<file path="src/rtl/cic3_comp_fir_dec2.sv">
// Droop-compensation FIR (7 symmetric taps) with decimate-by-2 behind the CIC3.
// One MAC is time-shared across the taps; results are rounded and saturated to OUT_W.
module cic3_comp_fir_dec2 #(
   parameter int IN_W       = 25,
   parameter int OUT_W      = 16,
   parameter int ACC_W      = 32,
   parameter int GAIN_SHIFT = 15
) (
   input  logic                    clk,
   input  logic                    reset,
   input  logic signed [IN_W-1:0]  din,
   input  logic                    din_valid,
   input  logic                    clear_overrun,
   input  logic        [1:0]       mon_sel,
   output logic signed [OUT_W-1:0] dout,
   output logic                    dout_valid,
   output logic                    busy,
   output logic                    overrun,
   output logic        [ACC_W-1:0] mon
);

   localparam int NTAPS  = 7;
   localparam int COEF_W = 8;
   localparam logic signed [ACC_W:0] HALF = (ACC_W+1)'(2**(GAIN_SHIFT-1));
   localparam logic signed [ACC_W:0] MAXV = (ACC_W+1)'(2**(OUT_W-1) - 1);
   localparam logic signed [ACC_W:0] MINV = ~MAXV;

   typedef enum logic [1:0] {
      S_IDLE = 2'd0,
      S_MAC  = 2'd1,
      S_DONE = 2'd2
   } state_t;

   state_t                    r_state;
   state_t                    w_state_nx;
   logic signed [IN_W-1:0]    r_d    [NTAPS];
   logic signed [IN_W-1:0]    r_snap [NTAPS];
   logic signed [ACC_W-1:0]   r_acc;
   logic        [2:0]         r_k;
   logic                      r_phase;
   logic signed [OUT_W-1:0]   r_dout;
   logic                      r_dout_valid;
   logic                      r_overrun;
   logic        [15:0]        r_cnt;

   logic                      w_trig;
   logic                      w_start;
   logic                      w_drop;
   logic signed [COEF_W-1:0]  w_coef;
   logic signed [ACC_W-1:0]   w_samp_ext;
   logic signed [ACC_W-1:0]   w_coef_ext;
   logic signed [ACC_W-1:0]   w_prod;

   function automatic logic signed [COEF_W-1:0] coef(input logic [2:0] k);
      case (k)
         3'd0, 3'd6: return -8'sd1;
         3'd1, 3'd5: return -8'sd3;
         3'd2, 3'd4: return 8'sd12;
         3'd3:       return 8'sd48;
         default:    return 8'sd0;
      endcase
   endfunction

   // Round half up, arithmetic shift, clamp to the signed output range.
   function automatic logic signed [OUT_W-1:0] round_sat(input logic signed [ACC_W-1:0] a);
      logic signed [ACC_W:0] t;
      t = $signed({a[ACC_W-1], a}) + HALF;
      t = t >>> GAIN_SHIFT;
      if (t > MAXV)
         return MAXV[OUT_W-1:0];
      else if (t < MINV)
         return MINV[OUT_W-1:0];
      else
         return t[OUT_W-1:0];
   endfunction

   assign w_trig  = din_valid & r_phase;
   assign w_start = w_trig & (r_state == S_IDLE);
   assign w_drop  = w_trig & (r_state != S_IDLE);

   // Product is formed at accumulator width; |s*h| always fits.
   assign w_coef     = coef(r_k);
   assign w_samp_ext = {{(ACC_W-IN_W){r_snap[r_k][IN_W-1]}}, r_snap[r_k]};
   assign w_coef_ext = {{(ACC_W-COEF_W){w_coef[COEF_W-1]}}, w_coef};
   assign w_prod     = w_samp_ext * w_coef_ext;

   always_ff @(posedge clk or posedge reset) begin
      if (reset)
         r_state <= S_IDLE;
      else
         r_state <= w_state_nx;
   end

   always_comb begin
      w_state_nx = r_state;
      case (r_state)
         S_IDLE:  if (w_start) w_state_nx = S_MAC;
         S_MAC:   if (r_k == 3'd6) w_state_nx = S_DONE;
         S_DONE:  w_state_nx = S_IDLE;
         default: w_state_nx = S_IDLE;
      endcase
   end

   always_ff @(posedge clk or posedge reset) begin
      if (reset) begin
         for (int i = 0; i < NTAPS; i++) begin
            r_d[i]    <= '0;
            r_snap[i] <= '0;
         end
         r_acc        <= '0;
         r_k          <= '0;
         r_phase      <= 1'b0;
         r_dout       <= '0;
         r_dout_valid <= 1'b0;
         r_overrun    <= 1'b0;
         r_cnt        <= '0;
      end else begin
         // Input is never stalled: the line shifts even while the MAC is busy.
         if (din_valid) begin
            r_d[0] <= din;
            for (int i = 1; i < NTAPS; i++)
               r_d[i] <= r_d[i-1];
            r_phase <= ~r_phase;
         end

         if (w_start) begin
            r_snap[0] <= din;
            for (int i = 1; i < NTAPS; i++)
               r_snap[i] <= r_d[i-1];
            r_acc <= '0;
            r_k   <= '0;
         end else if (r_state == S_MAC) begin
            r_acc <= r_acc + w_prod;
            r_k   <= (r_k == 3'd6) ? 3'd0 : r_k + 3'd1;
         end

         r_dout_valid <= (r_state == S_DONE);
         if (r_state == S_DONE) begin
            r_dout <= round_sat(r_acc);
            r_cnt  <= r_cnt + 16'd1;
         end

         // A drop in the same cycle as a clear keeps the flag set.
         if (w_drop)
            r_overrun <= 1'b1;
         else if (clear_overrun)
            r_overrun <= 1'b0;
      end
   end

   always_comb begin
      mon = '0;
      case (mon_sel)
         2'd0:    mon = r_acc;
         2'd1:    mon = {{(ACC_W-IN_W){r_d[0][IN_W-1]}}, r_d[0]};
         2'd2:    mon = {{(ACC_W-16){1'b0}}, r_cnt};
         2'd3:    mon = {{(ACC_W-3){1'b0}}, r_overrun, r_state};
         default: mon = '0;
      endcase
   end

   assign dout       = r_dout;
   assign dout_valid = r_dout_valid;
   assign busy       = (r_state != S_IDLE);
   assign overrun    = r_overrun;

endmodule

</file>
<file path="config.mk">
export PLATFORM = sky130hd
export DESIGN_NAME = cic3_comp_fir_dec2
export DESIGN_NICKNAME = d
export VERILOG_FILES = /design/src/rtl/cic3_comp_fir_dec2.sv
export SDC_FILE = /design/constraint.sdc
export NUM_CORES = 1
export LEC_CHECK = 0
export CAP_MARGIN = 10
export CORE_ASPECT_RATIO = 1.1
export CORE_MARGIN = 10
export CORE_UTILIZATION = 25
export CTS_CLUSTER_DIAMETER = 50
export CTS_CLUSTER_SIZE = 25
export DETAILED_ROUTE_END_ITERATION = 8
export PLACE_DENSITY = 0.45
export RECOVER_POWER = 100
export SYNTH_ARGS = -nofsm -noshare
export SYNTH_HDL_FRONTEND = slang
export SYNTH_SLANG_ARGS = --single-unit
</file>
<file path="constraint.sdc">
create_clock -name clk -period 19.55 [get_ports clk]
set_clock_uncertainty 0.1 [all_clocks]
set_input_delay 5.865 -clock clk [delete_from_list [all_inputs] [get_ports clk]]
set_output_delay 5.865 -clock clk [all_outputs]
set_load 0.02 [all_outputs]
</file>
==> Yosys cells after proc, flatten, opt, wreduce, memory -nomap -nowiden <==
Index checks and enable logic that the tools add are counted.
{ "word_totals": {"regBits": 397, "latch_bits": 0, "ram_bits": 0, "romBits": 0, "inputBits": 31, "output_inout_bits": 51, "elab_cells": 74, "memories": 0} }
{ "op_classes": {"addsub": 4, "multipliers": 1, "n_div": 0, "order_cmp": 3, "eq_ne": 13, "shifts": 0, "muxes": 17, "bitwise": 5, "reduce_logical": 10} }
{ "ops": {"columns": ["op", "n"], "rows": [
  ["32-bit one-hot mux with 4 select lines", 1],
  ["25-bit binary-select mux with 3-bit select", 1],
  ["32-bit two-way mux", 2],
  ["25-bit two-way mux", 2],
  ["32-bit by 16-bit adder with 33-bit output, second input constant", 1],
  ["32-bit adder", 1],
  ["25-bit by 8-bit multiplier with 32-bit output", 1],
  ["16-bit two-way mux", 2],
  ["8-bit one-hot mux with 4 select lines", 1],
  ["18-bit by 16-bit > comparator with 1-bit output, second input constant", 1],
  ["18-bit by 16-bit less-than comparator with 1-bit output, second input constant", 1],
  ["16-bit by 1-bit adder with 16-bit output, second input constant", 1],
  ["3-bit equality test, second input constant", 3],
  ["3-bit two-way mux", 3],
  ["2-bit equality test, second input constant", 3],
  ["3-bit by 2-bit equality test with 1-bit output, second input constant", 2],
  ["2-bit nonzero test", 3],
  ["2-bit OR reduction", 3],
  ["2-bit by 1-bit equality test with 1-bit output, second input constant", 2],
  ["4-bit >= comparator, second input constant", 1],
  ["2-bit zero test", 2],
  ["2-bit two-way mux", 2],
  ["2-bit != test, second input constant", 2],
  ["3-bit NOT with 4-bit output", 1],
  ["8 further kinds", 11]
]} }

==> Logic depth before layout (Yosys ltp) <==
Gate-level depths: netlist of run 1.
{ "depth": {"word_depth": 8, "ltp_mapped": 28, "mapped_depth_nobuf": 25} }

==> Worst setup path before layout of run 1 <==
Ideal clock, no wire load.
{ "synth_path": {"path_kind": "input to output", "startpoint": "input port mon_sel[0]", "endpoint": "output port mon[24]", "arrival_time_ns": 7.128, "required_time_ns": 13.585, "setup_slack_ns": 6.457, "stages": 4, "n_path_buf": 2, "path_cell_list": "clkbuf_1 buf_1 nand2_1 a21oi_1"} }
{ "synth_via": {"elab_chain_len": 2, "word_cells_on_any_way": 5, "cone_classes": "eq/ne (3); mux (1); reduce/logical (1)"} }
{ "synth_rtl": {"columns": ["item", "line", "rtl"], "rows": [
  ["start, declared", "14", "input logic [1:0] mon_sel,"],
  ["2-bit equality test (tied with other cells)", "153", "case (mon_sel)"],
  ["32-bit one-hot mux with 4 select lines *", "153", null],
  ["end, declared", "19", "output logic [ACC_W-1:0] mon"]
]} }
Mark *: on every way between the ends. The rest lies on a longest branch, timed or not.

==> Worst setup path after layout of run 1 <==
{ "layout_path": {"startpoint": "input port mon_sel[0]", "endpoint": "output port mon[14]"} }
Same word-level chain as after synthesis.

==> out/summary.txt, run 1 <==
status -> complete, but fails checks
failing checks -> capacitance limit, slew limit
crit path kind -> input port to output port
layout cells sized above 1 -> 12.2%
DR pass1 iterations -> 5
crit-path cells -> buf_2 -> clkbuf_1 -> nor2b_1 -> clkbuf_1 -> nand2_1 -> o21ai_0 -> dlygate4sd3_1
Max Cap Viol -> 11
compound-gate portion of the synthesized area -> 4.68%
H-tree depth -> 2
I/O pin count -> 82
Post-Synth XOR/XNOR Area -> 2.43%
Post-CTS Setup Bufs -> 0
slowest stage cell, crit path -> clkbuf_1
TritonCTS Sinks -> 397
Setup TNS Final -> 0 ps
total CTS buffers -> 38
critical path endpoint category -> output port
Post-synth EDFFs -> 0
Post-Synth Adder-Cell Area -> 18.8%
cell family contributing the most delay on the critical path -> buffers and inverters
vias -> 16200
GRT Resource Usage Total -> 11.7%
post-synth top area share -> 41.1%
f_max -> 64.3 MHz
peak per-stage delay on the critical path -> 1760 ps
Multi-input gate area -> 13000 um2
Post-DP HPWL -> 45800 um
initial core utilization -> 25.2%
clock-pin slew on the worst setup and hold paths -> 80 ps
via/cell ratio -> 4.41
Reg area -> 9940 um2
Final Wtd Congestion -> 0.827
Iter 0 DRT Violations -> 786
CP bufs+invs -> 4
initial antenna violation count -> 8
Post-synth ARST share -> 100%
Routed WL -> 63400 um
post-route ant nets -> 0
most common cell after layout, fill and taps aside -> nand2_1
Max clock buf depth -> 3
Hold Fails Final Rpt -> 0
Crit path arrival time -> 9600 ps
most frequent cells in the layout -> 668 x nand2_1, 395 x dfrtp_1, 195 x inv_1
count of cell types in the netlist -> 66
sequential fraction of the synthesis area -> 41.1%
core area -> 95700 um2
Root Buffer -> clkbuf_16
die area -> 109000 um2
nets -> 2666
Mapped Nets -> 2638
Simple-Gate Fraction of Synth Area -> 14.9%
mux cell area share after synthesis -> 13.0%
DIE WIDTH -> 316 um
unrepaired setup endpoints after global routing -> no
worst slew pin tran -> 5310 ps
Max FO, Critical Path -> 34
period utilization -> 79.6%
predominant post-synthesis flop cell -> dfrtp_1
global-route wire length before repair -> 102000 um
Syn-to-layout area delta -> 14.4%
CTS tree -> built
post-cts resize count -> 0
Worst-Skew Late Latency -> 600 ps
Yosys top cell by area -> dfrtp_1
Die Ht -> 346 um
Yosys reg bits -> 397
relative slew slack -> -254%
row count -> 119
total gr overflow -> 0
Core Util, Final -> 28.8%
startpoint types -> input port
combinational family with the most area after synthesis -> adder cells
Tmin final -> 15560 ps
cells after synthesis -> 2353
drt wl/cell -> 17.2 um
Hold Path Class -> register to register
top cells by area, synth -> dfrtp_1 41%, fa_1 15%, nand2_1 10%
Final Max Tran Viols -> 720
synth warn -> 0
Final setup viols -> 0
critical path's most frequent cell -> clkbuf_1
Cell Area, Synth -> 24100 um2
Hold-fix buffers, CTS -> 0
vias in the first global route -> 17300
Avg Cell Area, Syn -> 10.3 um2
required time of the worst setup path -> 13580 ps
number of port buffers -> 81
Fillers -> 9930
detailed-route DRC error count -> 0
pin count of the biggest net entering global routing -> 147
registers in the layout, summed over array words and instances, names as in the netlist:
| signal | cells |
|---|---|
| r_snap | 175 |
| r_d | 150 |
| r_acc | 32 |
| dout | 16 |
| r_cnt | 16 |
| r_k | 3 |
| r_state | 2 |
| dout_valid | 1 |
| overrun | 1 |
| r_phase | 1 |
area by class of cell:
cell class                      count  area share [%]
Inverter                          199            2.73
Tap cell                         1270            5.75
Timing Repair Buffer              103            3.40
Clock buffer                       40            3.55
Multi-Input combinational cell   1642            47.1
Clock inverter                     30            1.48
Sequential cell                   397            36.0
Antenna cell                        1         0.00906
worst min-delay path: cells and delay by family, from the launching register on:
| family | cells | cell delay (ps) |
|---|---|---|
| flops | 1 | 340 |
| simple gates | 2 | 100 |
layer usage:
layer	share of wire, %	global-route usage (%)	vias to the layer above
met2	49	19.9	205
met1	45	15.2	8264
li1	-	-	7679
met3	3.8	2.26	86
met4	2.1	2.84	12
met5	0.13	0	-
cells in the mapped netlist, drive strengths merged, types with 44 or more instances:
cell / n
mux2: 164
o21ai: 76
clkbuf: 90
nand3: 50
nand2: 668
xnor2: 44
inv: 199
fa: 181
ha: 73
nor2: 83
mux2i: 66
dfrtp: 397
through the flow:
step | hold slack (ps) | instance area (um2) | instances | setup slack (ps)
global placement | 340 | 26300 | 3611 | 5570
global route | 381 | 27600 | 3681 | 3480
finish | 354 | 27600 | 3682 | 3990
CTS | 341 | 27700 | 3681 | 5580
floorplan | 335 | 24100 | 2353 | 2550
detailed placement | 348 | 26300 | 3611 | 5580
logic make-up after synthesis:
kind of cell / Yosys count
AOI/OAI and AO/OA: 183
xor gates and xnor gates: 64
adders and majority gates: 254
buffers and inverters: 314
DFF: 397
muxes: 258
and+or+nand+nor: 883
path summary, 6_finish.rpt:
kind	start	end	slack [ps]	cells after the start
max in group asynchronous	reset	r_k[1]	6470	3
worst min register to register	r_d[49]	r_snap[24]	350	2
min in group asynchronous	reset	r_d[104]	7120	2
worst max register to register	r_k[1]	r_acc[31]	9710	25
worst min-delay path	r_d[49]	r_snap[24]	350	2
worst max-delay path	mon_sel[0]	mon[14]	3990	7
Power of run 1 is not shown: default switching activity piles up to over one toggle a cycle in this logic, so the estimate is an artifact.
==> inputs of run 2 (changes only) <==
clock period = 14.95 ns   (was 19.55 ns; I/O delays follow)
==> run 2 against run 1 <==
The flow still finishes with violations (capacitance limit, slew limit). Die area is the same. Hold slack better by 10 ps. Non-clock buffer count grew 2. Critical path depth stayed put. Wire length barely moved. Flip-flop and latch count is the same. Core utilization fell by 0.091 points. Cell count down 0.11%. First-iteration DRC count decreased by 6.5%. Via count fell by 0.26%. Global-route usage shrank 0.086 points.
==> out/summary.txt, run 2 (synthesized netlist as in run 1, its figures left out) <==
status -> complete, but fails checks (unchanged)
failing checks -> capacitance limit, slew limit (unchanged)
Max clock buf depth -> 3 (unchanged)
Worst-Skew Late Latency -> 590 ps (was 600 ps)
critical path endpoint category -> output port (unchanged)
crit path kind -> input port to output port (unchanged)
total gr overflow -> 0 (unchanged)
Largest Register -> r_snap (unchanged)
unrepaired setup endpoints after global routing -> no (unchanged)
drt wl/cell -> 17.2 um (about the same)
Reg area -> 9940 um2 (unchanged)
TritonCTS Sinks -> 397 (unchanged)
die area -> 109000 um2 (unchanged)
Tmin final -> 12800 ps
nets -> 2666 (unchanged)
f_max -> 78.1 MHz
# placed instances -> 3613 (was 3611)
busiest metal layer after global routing -> met2 (unchanged)
Hold Path Class -> register to register (unchanged)
ANT cells -> 0 (was 1)
core area -> 95700 um2 (unchanged)
met1 GRT Util -> 14.8% (was 15.2%)
Max Cap Viol -> 7 (was 11)
Root Buffer -> clkbuf_16 (unchanged)
total CTS buffers -> 36 (was 38)
startpoint types -> input port (unchanged)
Multi-input gate area -> 13000 um2 (about the same)
Hold Fails Final Rpt -> 0 (unchanged)
required time of the worst setup path -> 10370 ps (was 13580 ps)
I/O pin count -> 82 (unchanged)
post-cts resize count -> 0 (unchanged)
post-route ant nets -> 0 (unchanged)
Post-CTS Setup Bufs -> 0 (unchanged)
Post-DP HPWL -> 45900 um (was 45800 um)
Syn-to-layout area delta -> 14.0% (was 14.4%)
row count -> 119 (unchanged)
global-route wire length before repair -> 101000 um (was 102000 um)
Final Wtd Congestion -> 0.829 (was 0.827)
GRT Resource Usage Total -> 11.6% (was 11.7%)
Final setup viols -> 0 (unchanged)
biggest regs -> r_snap x175, r_d x150, r_acc x32 (unchanged)
layout cells sized above 1 -> 12.2% (about the same)
GR Layer Usage met3 -> 1.99% (was 2.26%)
Non-Filler Instances -> 3678 (was 3682)
Max FO, Critical Path -> 34 (unchanged)
Fillers -> 9913 (was 9930)
initial antenna violation count -> 8 (unchanged)
Final Max Tran Viols -> 374 (was 720)
number of port buffers -> 81 (unchanged)
CTS tree -> built (unchanged)
Hold-fix buffers, CTS -> 0 (unchanged)
via/cell ratio -> 4.41 (about the same)
DR pass1 iterations -> 5 (unchanged)
most common cell after layout, fill and taps aside -> nand2_1 (unchanged)
Iter 0 DRT Violations -> 735 (was 786)
detailed-route DRC error count -> 0 (unchanged)
Crit path arrival time -> 8210 ps (was 9600 ps)
period utilization -> 85.6%
Setup TNS Final -> 0 ps (unchanged)
initial core utilization -> 25.2% (unchanged)
vias -> 16200 (about the same)
pin count of the biggest net entering global routing -> 162 (was 147)
Routed WL -> 63400 um (about the same)
max reg flops -> 175 (unchanged)
relative slew slack -> -280% (was -254%)
worst slew pin tran -> 5700 ps (was 5310 ps)
clock-pin slew on the worst setup and hold paths -> 80 ps (about the same)
most frequent cells in the layout -> 668 x nand2_1, 395 x dfrtp_1, 195 x inv_1 (unchanged)
Die Ht -> 346 um (unchanged)
met2 track demand over resource -> 20.2% (was 19.9%)
vias in the first global route -> 17500 (was 17300)
DIE WIDTH -> 316 um (unchanged)
H-tree depth -> 2 (unchanged)
[run 2: final cells by class]
class                   count  area share (%)
clock inverters            28            1.26
inverters                 199            2.74
flip-flops and latches    397            36.1
clock buffers              37            3.29
multi-input cells        1642            47.3
repair buffers            105            3.55
well taps                1270            5.77
[run 2: routing by layer]
layer  vias to the layer above  part of all wire, %  routed length [um]
li1                       7633                    -                   -
met1                      8245                   45               28400
met2                       239                   49               31200
met3                        80                  3.8                2430
met4                         6                  2.2                1420
met5                         -                0.063                  40
[run 2: path summary, 6_finish.rpt]
path	start	endpoint	slack [ps]	depth (start not counted)
max	mon_sel[0]	mon[14]	2150	7
min	r_d[30]	r_snap[5]	360	2
max reg2reg	r_k[1]	r_acc[31]	5630	22
min reg2reg	r_d[30]	r_snap[5]	360	2
max in group asynchronous	reset	r_k[1]	6270	3
min in group asynchronous	reset	r_d[29]	4720	2
[run 2: worst max-delay path, stage by stage]
cell and delay, ps:
buf_2 80, clkbuf_1 1760, nor2b_1 560, clkbuf_1 400
nand2_1 140, o21ai_0 90, dlygate4sd3_1 680
[run 2: per-stage QoR]
step	worst slack, ps	area [um2]	util, %	hold WS [ps]
after floorplan	4620	24100	-	335
after global placement	3730	26300	27.5	343
after detailed placement	3690	26300	27.5	347
after CTS	3690	27600	28.8	368
after global routing	1840	27500	28.8	392
final	2150	27500	28.8	364
Power of run 2 is left out for the same reason.
==> variant 1, RTL diff (settings of run 1) <==
Register the output `mon`, without a reset; this adds one clock of latency there. The other outputs are not delayed to match.
--- a/src/rtl/cic3_comp_fir_dec2.sv
+++ b/src/rtl/cic3_comp_fir_dec2.sv
@@ -31,4 +31,6 @@
       S_DONE = 2'd2
    } state_t;
+
+   logic        [ACC_W-1:0] mon_d;
 
    state_t                    r_state;
@@ -150,11 +152,11 @@
 
    always_comb begin
-      mon = '0;
+      mon_d = '0;
       case (mon_sel)
-         2'd0:    mon = r_acc;
-         2'd1:    mon = {{(ACC_W-IN_W){r_d[0][IN_W-1]}}, r_d[0]};
-         2'd2:    mon = {{(ACC_W-16){1'b0}}, r_cnt};
-         2'd3:    mon = {{(ACC_W-3){1'b0}}, r_overrun, r_state};
-         default: mon = '0;
+         2'd0:    mon_d = r_acc;
+         2'd1:    mon_d = {{(ACC_W-IN_W){r_d[0][IN_W-1]}}, r_d[0]};
+         2'd2:    mon_d = {{(ACC_W-16){1'b0}}, r_cnt};
+         2'd3:    mon_d = {{(ACC_W-3){1'b0}}, r_overrun, r_state};
+         default: mon_d = '0;
       endcase
    end
@@ -165,4 +167,8 @@
    assign overrun    = r_overrun;
 
+   always_ff @(posedge clk) begin
+      mon <= mon_d;
+   end
+
 endmodule
 
Check against the original RTL: not equivalent (a bounded check fails within 4 cycles, from zero or initial values and one cycle with reset high).
==> variant 1 against run 1 <==
The run still ends with max-capacitance violations, max-slew violations left. Count of clock-buffer cells in the layout up 9. Wire length rose by 3.0%. Worst setup slack better by 2.2 ns. Area after synthesis increased by 2.7%. Critical endpoint is now r_snap[43]$_DFFE_PP0P_. Sequential cell count up 32. Critical path type is now in -> reg. Cell area is 3.0% higher.
Power is left out: the tool's default activity adds up to more than one toggle a clock period on the data nets, which glitch-free logic cannot reach.
==> variant 1: results (changes against run 1) <==
* Outcome: complete, but fails checks
* Failing checks: max-capacitance violations, max-slew violations
* Reg-to-reg startpoint: r_k[0]$_DFFE_PP0P_
* Placer Congestion at 0.848 (+2.5%)
* Post-Route M1 WL at 29400 um (+2.3%)
* Comb_multi_in at 1652 (+0.61%)
* FF-to-FF path depth at 23 (-8.0%)
* Clock network area share at 5.24% (+0.21 points)
* Synth Register Bits at 429 (+8.1%)
* Non-clock buffers, area share at 3.44% (+0.047 points)
* Critical Path Max Stage Delay at 2.26 ns (+0.50 ns)
* Met3 WL at 2720 um (+12%)
* Initial antenna violation count at 5 (-3)
* Final Max Tran Viols at 573 (-20%)
* Area post-placement at 0.0270 mm2 (+2.8%)
* Async S/R FF share, synth at 92.5% (-7.5 points)
* R2R Setup Slk at 10.07 ns (+0.36 ns)
* Clock buffers at 49 (+23%)
* Largest regs: r_snap (175), r_d (150)
* Worst setup endpoint: r_snap[43]$_DFFE_PP0P_
* Nonclk inv count at 193 (-3.0%)
* Crit. Startpoint: din_valid
* Syn Nets at 2672 (+1.3%)
* Vias per cell at 4.38 (-0.84%)
* Top post-synthesis cells by area: dfrtp_1 40%, fa_1 15%, nand2_1 10%, mux2_2 7.4%, ha_1 3.7%
* Slowest-stage cell, CP: nor2_1
* Max-cap viol count at 10 (-1)
* Fillers at 10300 (+3.4%)
* Cell total after placement at 3674 (+1.7%)
* Fraction of area in registers at 37.2% (+1.2 points)
* Worst Tran Pin Value at 6.41 ns (+1.10 ns)
* P&R area growth vs syn at 14.7%
* Distinct cells, synth at 68 (+3.0%)
* Met3 Track Usage GR at 2.20% (-0.057 points)
* N_diodes at 0 (-1)
* Multi-input gate area at 0.0130 mm2 (+0.36%)
* Post-synth top cells: 684 x nand2_1, 397 x dfrtp_1, 181 x fa_1, 169 x inv_1, 163 x mux2_2
* Number of global-route vias before repair at 18000 (+3.6%)
* FF-to-FF End: r_acc[26]$_DFFE_PP0P_
* Post-Syn Area at 0.0248 mm2 (+2.7%)
* CP Data Arrival Time at 13.81 ns (+4.21 ns)
* Largest net degree at the start of global routing at 144 (-2.0%)
* Synthesized area per cell at 10.4 um2 (+1.3%)
* CTS buffer count at 42 (+11%)
* Non-clock buffers at 109 (+5.8%)
-- variant 1: cell count changes in the layout (fill, tap and decap cells not counted), sizes merged, moves of 4 or more --
cell      before  now
dfxtp          0   32
nand3         50   24
nand2        668  684
nor2          83   94
and3          13    4
clkbuf        50   58
inv          211  203
buf           15   21
o211ai         1    6
clkinv        12    8
clkinvlp       4    8
nor2b          8   12
-- variant 1: metrics by stage --
| step | utilization, % | hold WS, ns | setup slack [ns] |
|---|---|---|---|
| finish | 28.8 | 0.344 | 6.18 |
| global route | 28.8 | 0.370 | 5.44 |
| CTS | 28.9 | 0.343 | 10.84 |
| detailed placement | 27.4 | 0.349 | 10.20 |
| global placement | 27.4 | 0.345 | 10.23 |
| floorplan | - | 0.335 | 2.55 |
-- variant 1: cells by family after synthesis --
logic type               synth area share, %
AO/OA/AOI/OAI                           4.76
adder cells (fa/ha/maj)                 18.3
XOR/XNOR                                2.37
multiplexers                            12.5
AND/OR/NAND/NOR                         14.7
flip-flops                              42.6
buffers and inverters                   4.72
==> variant 2, RTL diff (config.mk and constraints of run 1) <==
Without the edit above. Change the parameter `OUT_W` from 16 to 17.
--- a/src/rtl/cic3_comp_fir_dec2.sv
+++ b/src/rtl/cic3_comp_fir_dec2.sv
@@ -3,5 +3,5 @@
 module cic3_comp_fir_dec2 #(
    parameter int IN_W       = 25,
-   parameter int OUT_W      = 16,
+   parameter int OUT_W      = 17,
    parameter int ACC_W      = 32,
    parameter int GAIN_SHIFT = 15
Interface: changed (resized dout); port bits go from 82 to 83. No check against the original RTL was run, so the function may have changed too.
==> variant 2 against run 1 <==
The flow still finishes with violations (max-capacitance violations, max-slew violations). Utilization fell by 0.093 points. Final cell count rose by 0.95%. First-iteration DRC count rose by 13%. Cell area barely moved. Worst setup slack got worse by 0.29 ns. Sequential cell count rose by 1. Area after synthesis rose by 0.50%. Wire length rose by 1.2%. Critical path depth fell by 1. Register-to-register slack improved by 0.23 ns. Non-clock buffer count rose by 2. Critical path type unchanged. Largest cell class unchanged.
Power is not shown: default switching activity piles up to over one toggle a cycle in this logic, so the estimate is an artifact.
==> variant 2: results (changes against run 1) <==
* Outcome: complete, but fails checks
* Failing checks: max-capacitance violations, max-slew violations
* Post-DP HPWL at 46400 um (+1.2%)
* Final Non-Filler Cells at 3717 (+0.95%)
* Max-cap viol count at 8 (-3)
* Number of global-route vias before repair at 17400 (+0.12%)
* Post-synth top cells: 679 x nand2_1, 398 x dfrtp_1, 198 x inv_1, 181 x fa_1, 163 x mux2_2
* Cell total after placement at 3646 (+0.97%)
* GR Util met2 at 19.4% (-0.49 points)
* Max Clock Freq at 0.0631 GHz (-1.8%)
* Final Max Tran Viols at 581 (-19%)
* Fillers at 10000 (+1.0%)
* Xor/xnor share of the synthesized area at 2.39% (-0.043 points)
* Hold Worst Slack at 0.360 ns (+0.00595 ns)
* CP Data Arrival Time at 9.89 ns (+0.29 ns)
* Critical Path Max Stage Delay at 1.98 ns (+0.22 ns)
* Worst setup endpoint: mon[6]
* R2R Setup Slk at 9.94 ns (+0.23 ns)
* Met2 Wirelength at 30300 um (-2.1%)
* Initial antenna violation count at 5 (-3)
* Met3 Track Usage GR at 1.96% (-0.30 points)
* 1st-pass router iterations at 7 (+2)
* FF-to-FF path depth at 22 (-12%)
* Sequential area share after synthesis at 41.0% (-0.10 points)
* Area post-placement at 0.0264 mm2 (+0.37%)
* Synth Area in Compound Gates at 4.78% (+0.095 points)
* Pre-CTS setup slack at 5.20 ns (-0.382 ns)
## variant 2: changes by cell type after synthesis, moves of 4 or more
| cell | before | now |
|---|---|---|
| o21ai_0 | 33 | 71 |
| buf_1 | 11 | 5 |
| buf_2 | 12 | 18 |
| a21oi_1 | 39 | 63 |
| o211ai_1 | 1 | 5 |
| o22a_1 | 15 | 0 |
| nor2_1 | 83 | 102 |
| nor2b_1 | 7 | 3 |
| o21ai_1 | 43 | 2 |
| nand2b_1 | 17 | 24 |
| nand3_1 | 49 | 45 |
| nand2_1 | 668 | 679 |
| and3_1 | 13 | 5 |
## variant 2: layout make-up
type                    instances  area, um2  area share, %
diodes                          2       5.00         0.0181
inverters                     200        752           2.72
clock inverters                19        234          0.847
well taps                    1270       1590           5.75
repair buffers                105        956           3.46
clock buffers                  49       1040           3.78
flip-flops and latches        398       9960           36.1
multi-input cells            1674      13100           47.3
## variant 2: worst min-delay path: cells and delay by family, from the launching register on
family | cells | cell delay, ns
flops | 1 | 0.34
simple gates | 2 | 0.10
